`src/rtl/dino_event_controller.sv`:
```
// Event sequencer for the dinosaur processor: frame tick generation, jump-button debounce
// and sticky collision latch, each cleared by the processor through toggle bits in r25.
module dino_event_controller #(
   parameter int unsigned FRAME_DIV       = 833333,
   parameter int unsigned DEBOUNCE_CYCLES = 500000
) (
   input  logic        clock,
   input  logic        reset,
   input  logic        button_raw,
   input  logic        collision_raw,
   input  logic [31:0] ack_word,
   output logic        button_signal,
   output logic        screen_signal,
   output logic        collision_signal,
   output logic [31:0] frame_count,
   output logic [15:0] overrun_count
);
   localparam int DIV_W = $clog2(FRAME_DIV);
   localparam int CNT_W = $clog2(DEBOUNCE_CYCLES + 1);
   localparam logic [DIV_W-1:0] DIV_LAST = DIV_W'(FRAME_DIV - 1);
   localparam logic [CNT_W-1:0] DEB_N    = CNT_W'(DEBOUNCE_CYCLES);

   typedef enum logic {F_IDLE, F_PEND} frame_state_t;
   typedef enum logic [1:0] {DB_ST0, DB_W1, DB_ST1, DB_W0} db_state_t;

   logic             btn_meta, btn_s;
   logic             col_meta, col_s;
   logic [1:0]       ack_q;
   logic             frame_ack, col_clr, run, tick;
   logic [DIV_W-1:0] div;
   frame_state_t     fr_state, fr_next;
   logic             fc_inc, ovr_inc;
   db_state_t        db_state, db_next;
   logic [CNT_W-1:0] cnt, cnt_next, cnt_inc;
   logic             unused_ack;

   assign unused_ack = ^ack_word[31:3];

   // Toggle-style acks: any change of an r25 bit is a one-cycle event.
   assign frame_ack = ack_word[0] ^ ack_q[0];
   assign col_clr   = ack_word[1] ^ ack_q[1];
   assign run       = ack_word[2];
   assign tick      = run && (div == DIV_LAST);

   assign screen_signal = (fr_state == F_PEND);
   assign button_signal = (db_state == DB_ST1) || (db_state == DB_W0);

   always_comb begin
      fr_next = fr_state;
      fc_inc  = 1'b0;
      ovr_inc = 1'b0;
      case (fr_state)
         F_IDLE: begin
            if (tick) begin
               fr_next = F_PEND;
               fc_inc  = 1'b1;
            end
         end
         F_PEND: begin
            // A tick with a simultaneous ack starts a fresh frame; not an overrun.
            if (tick) begin
               fc_inc  = 1'b1;
               ovr_inc = !frame_ack;
            end else if (frame_ack) begin
               fr_next = F_IDLE;
            end
         end
      endcase
   end

   // cnt is 0 in the stable states, so cnt+1 also gives the first wait count.
   always_comb begin
      db_next  = db_state;
      cnt_next = cnt;
      cnt_inc  = cnt + 1'b1;
      case (db_state)
         DB_ST0, DB_W1: begin
            if (!btn_s) begin
               db_next  = DB_ST0;
               cnt_next = '0;
            end else if (cnt_inc == DEB_N) begin
               db_next  = DB_ST1;
               cnt_next = '0;
            end else begin
               db_next  = DB_W1;
               cnt_next = cnt_inc;
            end
         end
         DB_ST1, DB_W0: begin
            if (btn_s) begin
               db_next  = DB_ST1;
               cnt_next = '0;
            end else if (cnt_inc == DEB_N) begin
               db_next  = DB_ST0;
               cnt_next = '0;
            end else begin
               db_next  = DB_W0;
               cnt_next = cnt_inc;
            end
         end
      endcase
   end

   always_ff @(posedge clock) begin
      if (reset) begin
         btn_meta         <= 1'b0;
         btn_s            <= 1'b0;
         col_meta         <= 1'b0;
         col_s            <= 1'b0;
         ack_q            <= 2'b00;
         div              <= '0;
         fr_state         <= F_IDLE;
         db_state         <= DB_ST0;
         cnt              <= '0;
         frame_count      <= 32'd0;
         overrun_count    <= 16'd0;
         collision_signal <= 1'b0;
      end else begin
         btn_meta <= button_raw;
         btn_s    <= btn_meta;
         col_meta <= collision_raw;
         col_s    <= col_meta;
         ack_q    <= ack_word[1:0];
         div      <= (!run || tick) ? '0 : div + 1'b1;
         fr_state <= fr_next;
         db_state <= db_next;
         cnt      <= cnt_next;
         if (fc_inc)
            frame_count <= frame_count + 32'd1;
         if (ovr_inc && (overrun_count != 16'hFFFF))
            overrun_count <= overrun_count + 16'd1;
         // Set has priority over a clear arriving in the same cycle.
         collision_signal <= col_s | (collision_signal & ~col_clr);
      end
   end
endmodule

```
`config.mk`:
```
export PLATFORM = sky130hd
export DESIGN_NAME = dino_event_controller
export DESIGN_NICKNAME = d
export VERILOG_FILES = /design/src/rtl/dino_event_controller.sv
export SDC_FILE = /design/constraint.sdc
export NUM_CORES = 1
export LEC_CHECK = 0
export BUFFER_PORTS_ARGS = -buffer_cell sky130_fd_sc_hd__buf_2
export CORE_MARGIN = 5
export CORE_UTILIZATION = 45
export CTS_CLUSTER_DIAMETER = 100
export DETAILED_ROUTE_END_ITERATION = 8
export GPL_ROUTABILITY_DRIVEN = 0
export GPL_TIMING_DRIVEN = 0
export PLACE_DENSITY = 0.67
export SYNTH_ARGS = -nofsm -noshare
export SYNTH_HDL_FRONTEND = slang
export SYNTH_SLANG_ARGS = --single-unit
```
`constraint.sdc`:
```
create_clock -name clock -period 2.9 [get_ports clock]
set_input_delay 0.725 -clock clock [delete_from_list [all_inputs] [get_ports clock]]
set_output_delay 0.725 -clock clock [all_outputs]
set_load 0.1 [all_outputs]
```
==> results of run 1 <==
## state kept, by name (all words and copies together) (netlist names)
| signal | flops |
|---|---|
| frame_count | 32 |
| div | 20 |
| cnt | 19 |
| overrun_count | 16 |
| ack_q | 2 |
| btn_meta | 1 |
| btn_s | 1 |
| col_meta | 1 |
| col_s | 1 |
| collision_signal | 1 |
| db_state | 1 |
| screen_signal | 1 |
## cell usage after synthesis (all sizes together) (2+ instances only)
cell     instances
nor4            13
dfxtp           96
nor3b            2
inv             15
xnor2           40
or2              4
a211oi           2
mux2i            2
o22ai            2
nand3           28
and2             5
nand4           17
o21ai           15
nor3            17
or3             14
nand4b           5
and3            11
ha               5
o2111ai          2
o211ai           2
and4             9
nand2           38
a21oi           21
clkbuf          14
nor4bb           2
nor2b            9
buf             10
nor2            84
nand2b           4
xor2            32
## final timing paths
kind	end	depth (start not counted)
max	cnt[11]$_SDFF_PP0_	9
min	btn_s$_SDFF_PP0_	1
max reg2reg	cnt[11]$_SDFF_PP0_	9
min reg2reg	btn_s$_SDFF_PP0_	1
## repair_timing
action | 4_1_cts | 5_1_grt
endpoints found under the hold margin | 0 | 0
setup endpoints to repair | 0 | 9
resized for setup | 0 | 1
## report_power, final
part	internal [mW]	total, mW	switching (mW)
clock	0.510	0.977	0.467
combinational	0.0136	0.0485	0.0349
sequential	1.32	1.33	0.00381
total	1.85	2.35	0.506
## area by class of cell
cell class | instances | area [um^2]
fillers | 960 | 4570
multi-input cells | 399 | 2440
flip-flops and latches | 96 | 1920
repair buffers | 57 | 285
well taps | 133 | 166
clock buffers | 11 | 141
plain buffers | 24 | 119
clock inverters | 5 | 78.8
inverters | 15 | 56.3
## kinds of logic (layout without fill, tap and decap cells)
| group | count (synthesis) | count (layout) |
|---|---|---|
| flops | 96 | 96 |
| buf+inv | 39 | 112 |
| compound gates | 53 | 53 |
| mux | 3 | 3 |
| simple gates | 266 | 266 |
| fa+ha+maj | 5 | 5 |
| xor+xnor | 72 | 72 |
## per-layer routing
| layer | share of wire | routed length, um |
|---|---|---|
| met1 | 0.48 | 4830 |
| met2 | 0.47 | 4710 |
| met3 | 0.044 | 447 |
| met4 | 0.012 | 122 |
| met5 | 0 | 0 |
## cell usage in the layout, fill, tap and decap left out, types with 3 or more instances in the layout
cell      count
and2_1        5
nand2_1      38
buf_6         3
nand4b_1      5
nor4_1       11
nor2b_1       9
clkbuf_8     10
a21oi_1      21
or2_2         3
nand3_1      28
dfxtp_1      96
o21ai_0      15
nand4_1      17
nand2b_1      4
and4_1        9
or3_1        14
buf_2        62
nor2_1       84
ha_1          5
xor2_1       32
clkbuf_1     15
and3_1       11
nor3_1       16
xnor2_1      40
inv_1        15
## per-stage QoR
step	hold slack [ps]	power, mW	std cells	utilization
after floorplan	413	1.39	534	-
after global placement	419	1.41	724	0.509
after detailed placement	429	1.41	724	0.509
after CTS	446	2.38	740	0.532
after global routing	466	2.44	740	0.533
final	442	2.35	740	0.533
==> flow_summary.json, run 1 <==
{
  "synth_compound_area_frac": 0.0713,
  "power.density_nw_per_um2": 452,
  "start_util": 0.463,
  "vias_per_cell": 5.23,
  "cts_hold_buf": 0,
  "startpoint_type": "flop",
  "endpoint_kind": "flop",
  "grtUsageMet1": 0.223,
  "wl_um": 10100,
  "hpwlAfterDp_um": 7460,
  "numCtsBuffers": 9,
  "r2r_slack_ps": 350,
  "setup_ws_ps": 352,
  "synth_top_cell_by_area": "dfxtp_1",
  "fin_setup_tns_ps": 0,
  "clock_skew_ps": 14.8,
  "cts_sinks": 96,
  "synthFlopType": "dfxtp_1",
  "fmax_ghz": 0.392,
  "postPlaceCellArea_um2": 4980,
  "synth_edf_count": 0,
  "first_global_vias": 3698,
  "fin_crit_ps": 2550,
  "hold_viol": 0,
  "cts_buffer_depth": 2,
  "ys.warnings.count": 0,
  "r2r_start": "cnt[2]$_SDFF_PP0_",
  "areaGrowthSynthToFinish_pct": 15.0,
  "max_slew.worst_pin.slew_ps": 594,
  "cpLargestDelayFamily": "buffers and inverters",
  "crit_buf_inv": 3,
  "yosysSeqAreaShare": 0.424,
  "vias": 3870,
  "chipWidth_um": 110,
  "synth-simple-area-share": 0.306,
  "clock_latency_ps": 360,
  "gr-total-overflow": 0,
  "synth-adder-area-share": 0.0138,
  "crit_top_cell": "clkbuf_1",
  "cts_tree": "built",
  "critPathMaxFanout": 9,
  "critPathKind": "reg -> reg",
  "hp-class": "reg -> reg",
  "synth.top_cells.by_area": "dfxtp_1, xnor2_1, nor2_1",
  "startpoint": "cnt[2]$_SDFF_PP0_",
  "synth_top_family_by_area": "simple AND/OR/NAND/NOR gates",
  "leakage_nw": 1.86,
  "dr.pass1.iters": 4,
  "die_h_um": 110,
  "setup_viol_count_final": 0,
  "core_um2": 9770,
  "grt.busiest_layer": "met2",
  "port_buffers": 57,
  "synth-xor-area-share": 0.139,
  "antenna_found_initial": 0,
  "outcome": "finished clean",
  "gr-usage-met2": 0.298,
  "post-route-drc-count": 0,
  "clk_pin_slew_ps": 100,
  "postCtsSetupBuffers": 0,
  "finalCritPeriodShare": 0.879,
  "ant_nets": 0,
  "synth_nets": 575,
  "antenna_cells": 0,
  "syn_area_um2": 4530,
  "grt_use_met3": 0.0507,
  "cp_slowest_cell": "nor4_1",
  "dp_slack_ps": 169,
  "rows": 36,
  "clockRootBuffer": "clkbuf_8",
  "grt_max_degree": 16,
  "synthCells": 534,
  "max_slew_margin": 0.601,
  "htreeDepth": 3,
  "async_flop_share": 0,
  "die-area_um2": 12200,
  "grt.total_usage": 0.178,
  "report.final.slew_viol_count": 0,
  "avgRoutedWirePerCell_um": 13.7,
  "grt_pass1_wl_um": 17300,
  "max-cap-violations": 0,
  "final_area_um2": 5210,
  "first_iter_violations": 112,
  "num-nets-final": 643,
  "io_pins": 87,
  "slowest_delay_ps": 370,
  "muxShareOfSynthArea": 0.00691,
  "synth_area_per_cell_um2": 8.48,
  "crit_chain": "clkbuf_1, and3_1, clkbuf_1, nand2_1, nor4_1, o22ai_1, o21bai_2, buf_2, nor2_1",
  "synth_top_area_share": 0.424,
  "drive_above_1_share": 0.150,
  "synth_cell_types": 50,
  "crit_arrival_ps": 2790,
  "ir_worst_vdd_mv": 0.246,
  "synth.ff_latch_count": 96,
  "crit_required_ps": 3150,
  "holdCritStartpoint": "btn_meta$_SDFF_PP0_",
  "grt_setup_unrepaired": "false"
}
(Power assumes the default switching activity.)
==> run 2: changes to the inputs <==
ABC_AREA = 1   (was not set)
PLACE_DENSITY = 0.66   (was 0.67)
==> run 2 against run 1 <==
Net effect: critical path depth grew 2; total power up 12%; largest cell class unchanged; clock power is 29% higher; register-to-register slack better by 460 ps; worst setup slack improved by 460 ps; synthesized cell count grew 54%; clock skew shrank 3.6 ps; sequential cell count unchanged; global-route usage increased by 0.39 points; cell count rose by 41%.
==> flow_summary.json, run 2 <==
{
  "outcome": "finished clean",
  "most-common-layout-cells": "nand2_1, nor2_1, dfxtp_1",
  "crit_arrival_ps": 2370,
  "clk_pin_slew_ps": 70,
  "io_pins": 87,
  "grt_max_degree": 17,
  "chipWidth_um": 120,
  "hold_viol": 0,
  "postPlaceCellArea_um2": 5880,
  "grt.total_usage": 0.182,
  "ys_top_cells_by_count": "nand2_1, nor2_1, dfxtp_1",
  "hp-class": "reg -> reg",
  "mostFrequentLayoutCell": "nand2_1",
  "synth.top_cells.by_area": "dfxtp_1, nand2_1, nor2_1",
  "critPathMaxFanout": 10,
  "dp_slack_ps": 765,
  "num-nets-final": 930,
  "synthFlopType": "dfxtp_1",
  "fillers": 1230,
  "cts_hold_buf": 0,
  "final_util": 0.520,
  "post-route-drc-count": 0,
  "synth_area_per_cell_um2": 6.59,
  "synth_top_area_share": 0.355,
  "synth_cell_types": 33,
  "finalCritPeriodShare": 0.721,
  "ir_worst_vdd_mv": 0.202,
  "ys.warnings.count": 0,
  "first_global_vias": 4602,
  "postCtsSetupBuffers": 0,
  "first_iter_violations": 355,
  "avgRoutedWirePerCell_um": 12.5,
  "yosysSeqAreaShare": 0.355,
  "vias_per_cell": 4.94,
  "hpwlAfterDp_um": 9840,
  "regMostFlops": "frame_count",
  "max-cap-violations": 0,
  "fin_crit_ps": 2090,
  "ant_nets": 0,
  "dp.cells": 1025,
  "max_slew.worst_pin.slew_ps": 531,
  "cts_tree": "built",
  "report.final.slew_viol_count": 0,
  "die-area_um2": 14300,
  "power.density_nw_per_um2": 426,
  "fin_setup_tns_ps": 0,
  "grt_setup_unrepaired": "false",
  "fmax_ghz": 0.479,
  "endpoint_kind": "flop",
  "cts_buffer_depth": 2,
  "final_area_um2": 6200,
  "setup_ws_ps": 810,
  "async_flop_share": 0,
  "max_slew_margin": 0.646,
  "areaGrowthSynthToFinish_pct": 14.4,
  "vias": 5140,
  "synth_top_cell_by_area": "dfxtp_1",
  "gr-total-overflow": 0,
  "htreeDepth": 3,
  "synth_edf_count": 0,
  "clock_skew_ps": 11.2,
  "finalNonFillerCells": 1041,
  "setup_viol_count_final": 0,
  "numCtsBuffers": 9,
  "yosysMostFrequentCell": "nand2_1",
  "antenna_found_initial": 0,
  "crit_required_ps": 3180,
  "clock_latency_ps": 360,
  "synthCells": 822,
  "ctsResizeCount": 0,
  "rows": 40,
  "wl_um": 13000,
  "synth.ff_latch_count": 96,
  "leakage_nw": 2.32,
  "drive_above_1_share": 0.144,
  "port_buffers": 56,
  "synth_nets": 863,
  "core_um2": 11900,
  "grt_pass1_wl_um": 21400,
  "syn_area_um2": 5420,
  "r2r_slack_ps": 810,
  "dr.pass1.iters": 5,
  "largest_register_ffs": 32,
  "start_util": 0.455,
  "clockRootBuffer": "clkbuf_16",
  "critPathKind": "reg -> reg",
  "cts_sinks": 96,
  "antenna_cells": 0,
  "die_h_um": 120,
  "reg.largest.list": "frame_count x32, div x20, cnt x19",
  "startpoint_type": "flop"
}
-- run 2: cell types whose count changed after synthesis, moves of 14 or more --
cell     previous run  this run
nand2_1            38       224
inv_1              15        88
a21oi_1            21        54
nand3_1            28        58
xnor2_1            40        14
nor2_2              0        25
nor3_1             16        34
nor2_1             84        98
or3_1              14         0
-- run 2: final cells by class --
| type | instances | area (um^2) | area share |
|---|---|---|---|
| Tap cell | 147 | 184 | 0.0297 |
| Buffer | 19 | 103 | 0.0166 |
| Clock inverter | 5 | 62.6 | 0.0101 |
| Clock buffer | 11 | 253 | 0.0408 |
| Timing Repair Buffer | 56 | 280 | 0.0452 |
| Sequential cell | 96 | 1920 | 0.310 |
| Multi-Input combinational cell | 613 | 3040 | 0.491 |
| Inverter | 94 | 353 | 0.0569 |
-- run 2: cells by family after synthesis --
| kind of cell | Yosys count | synth area share |
|---|---|---|
| AO/OA/AOI/OAI | 78 | 0.0767 |
| XOR/XNOR | 43 | 0.0695 |
| adder cells (fa/ha/maj) | 5 | 0.0115 |
| buffers and inverters | 113 | 0.0841 |
| flip-flops | 96 | 0.355 |
| AND/OR/NAND/NOR | 487 | 0.403 |
-- run 2: worst max-delay path: stages (launching register included) --
cell,delay (ps)
dfxtp_1,340
inv_1,60
ha_1,130
nand2_1,50
nor2_1,150
nand3_1,100
nor2_1,170
nand3_1,270
inv_2,270
buf_2,270
nand2_1,80
a21oi_1,130
-- run 2: metal layers --
metal	part of all wire	routed length, um	vias to the layer above	GRT usage
met5	0	0	-	0
li1	-	-	2745	-
met3	0.031	400	23	0.0306
met2	0.44	5660	76	0.280
met4	0.025	326	0	0.0802
met1	0.51	6620	2296	0.251
-- run 2: worst paths after layout --
check / from / end / cells after the start
worst min register to register: btn_meta$_SDFF_PP0_ / btn_s$_SDFF_PP0_ / 2
worst max-delay path: div[0]$_SDFF_PP0_ / frame_count[25]$_SDFFE_PP0P_ / 11
worst min-delay path: btn_meta$_SDFF_PP0_ / btn_s$_SDFF_PP0_ / 2
worst max register to register: div[0]$_SDFF_PP0_ / frame_count[25]$_SDFFE_PP0P_ / 11
-- run 2: where the power goes --
part           total, mW  switching, mW  internal [mW]
Clock               1.26          0.540          0.721
Combinational     0.0519         0.0366         0.0153
Sequential          1.33        0.00344           1.32
Total               2.64          0.580           2.06
-- run 2: per-stage QoR --
stage	power, mW	hold slack [ps]
after global routing	2.72	421
after global placement	1.41	392
after floorplan	1.39	388
final	2.64	399
after CTS	2.66	404
after detailed placement	1.41	402
==> run 3: changes to the inputs <==
clock period = 1.96 ns   (was 2.9 ns; I/O delays follow)
==> run 3 against run 2 <==
Net effect: cell area grew 4.8%; largest cell class unchanged; critical endpoint is now cnt[5]$_SDFF_PP0_; sequential cell count is the same; count of clock-buffer cells in the layout is 2 lower; total power increased by 45%; routed wire length is 2.5% higher; register-to-register slack lost 720 ps; first-iteration DRC count increased by 9.3%; highest routed layer unchanged; clock power up 41%; largest power group unchanged; cell count rose by 1.2%.
==> flow_summary.json, run 3 (same netlist as run 2, synthesis figures left out) <==
{
  "drive_above_1_share": 0.237,
  "gr-usage-met2": 0.297,
  "max-cap-violations": 0,
  "antenna_cells": 0,
  "max_slew.worst_pin.slew_ps": 546,
  "ant_nets": 0,
  "fillers": 1199,
  "first_iter_violations": 388,
  "grt_setup_unrepaired": "true",
  "port_buffers": 56,
  "multi_input_area_um2": 3170,
  "io_pins": 87,
  "numCtsBuffers": 9,
  "cts_buffer_depth": 2,
  "first_global_vias": 4852,
  "postPlaceCellArea_um2": 5940,
  "core_um2": 11900,
  "finalPower_mw": 3.82,
  "vias": 5246,
  "fmax_ghz": 0.534,
  "fin_setup_tns_ps": 0,
  "cts_tree": "built",
  "ir_worst_vdd_mv": 0.463,
  "die_h_um": 120,
  "dr.pass1.iters": 5,
  "clock_skew_ps": 6.07,
  "max_slew_margin": 0.632,
  "grt.busiest_layer": "met2",
  "largest_register_ffs": 32,
  "cts_hold_buf": 0,
  "die-area_um2": 14300,
  "power.density_nw_per_um2": 588,
  "start_util": 0.455,
  "regMostFlops": "frame_count",
  "report.final.slew_viol_count": 0,
  "antenna_found_initial": 0,
  "post-route-drc-count": 0,
  "reg.largest.list": "frame_count x32, div x20, cnt x19",
  "outcome": "finished clean",
  "grt_pass1_wl_um": 22500,
  "leakage_nw": 2.41,
  "clk_pin_slew_ps": 70,
  "num-nets-final": 942,
  "cts_sinks": 96,
  "gr-total-overflow": 0,
  "fin_crit_ps": 1870,
  "htreeDepth": 3,
  "grt_use_met3": 0.0490,
  "setup_viol_count_final": 0,
  "clockRootBuffer": "clkbuf_16",
  "hold_viol": 0,
  "chipWidth_um": 120,
  "grt_max_degree": 17,
  "wl_um": 13300,
  "startpoint_type": "flop",
  "seqCellArea_um2": 2000,
  "finalCritPeriodShare": 0.956,
  "clock_latency_ps": 350,
  "crit_required_ps": 2210,
  "grt.total_usage": 0.189,
  "endpoint_kind": "flop",
  "r2r_slack_ps": 90,
  "crit_arrival_ps": 2120,
  "rows": 40,
  "critPathMaxFanout": 5,
  "avgRoutedWirePerCell_um": 12.7,
  "mostFrequentLayoutCell": "nand2_1",
  "vias_per_cell": 4.98,
  "final_area_um2": 6490,
  "hp-class": "in -> reg",
  "most-common-layout-cells": "nand2_1, inv_1, nor2_1",
  "areaGrowthSynthToFinish_pct": 19.9,
  "critPathKind": "reg -> reg",
  "hpwlAfterDp_um": 9980,
  "grtUsageMet1": 0.256
}
==> run 3: cell count changes in the layout (fill, tap and decap cells not counted), moves of 4 or more <==
| cell | before | now |
|---|---|---|
| buf_4 | 1 | 12 |
| dfxtp_1 | 96 | 46 |
| dfxtp_2 | 0 | 45 |
| dfxtp_4 | 0 | 5 |
| nand2_1 | 224 | 218 |
| nand2_2 | 6 | 12 |
| nor2_1 | 98 | 88 |
| nor2_2 | 25 | 31 |
| nor2_4 | 5 | 9 |
==> run 3: layout make-up <==
class	instances	share of cell area
clock buffers	9	0.0347
clock inverters	7	0.0108
flip-flops and latches	96	0.308
repair buffers	67	0.0559
plain buffers	19	0.0181
multi-input cells	613	0.489
repair inverters	1	0.000771
well taps	147	0.0283
inverters	94	0.0553
==> run 3: worst paths after layout <==
kind / depth (start not counted) / endpoint / startpoint
min reg2reg: 2 / btn_s$_SDFF_PP0_ / btn_meta$_SDFF_PP0_
min: 3 / col_meta$_SDFF_PP0_ / collision_raw
max: 10 / cnt[5]$_SDFF_PP0_ / cnt[8]$_SDFF_PP0_
max reg2reg: 10 / cnt[5]$_SDFF_PP0_ / cnt[8]$_SDFF_PP0_
==> run 3: routing by layer <==
layer | wire length [um] | share of wire
met4 | 189 | 0.014
met3 | 588 | 0.044
met5 | 0 | 0
met1 | 6490 | 0.49
met2 | 6070 | 0.45
==> run 3: worst max-delay path, stage by stage, from the launching register on <==
cell	delay, ps
dfxtp_1	390
nand2_1	160
nor2_1	280
nand3_2	110
nand2_2	80
nand2_1	50
nor2_1	150
nand2_1	110
o21ai_4	200
buf_4	200
nor2_2	40
==> run 3: where the power goes <==
part           internal (mW)  switching [mW]
combinational         0.0250          0.0570
clock                  0.987           0.789
sequential              1.95         0.00541
total                   2.96           0.852
==> run 3: timing repair <==
item	CTS	global route
resized for setup	5	54
setup endpoints to repair	46	83
setup buffers	4	5
pin swaps	1	9
gates cloned	0	3
==> run 3: metrics by stage <==
step	cells	util	hold WS, ps	setup WS [ps]
finish	1053	0.545	341	86.6
global route	1053	0.545	336	-22.9
CTS	1045	0.528	334	1.99
detailed placement	1025	0.499	403	-146
global placement	1025	0.499	391	-177
floorplan	822	-	388	5.22
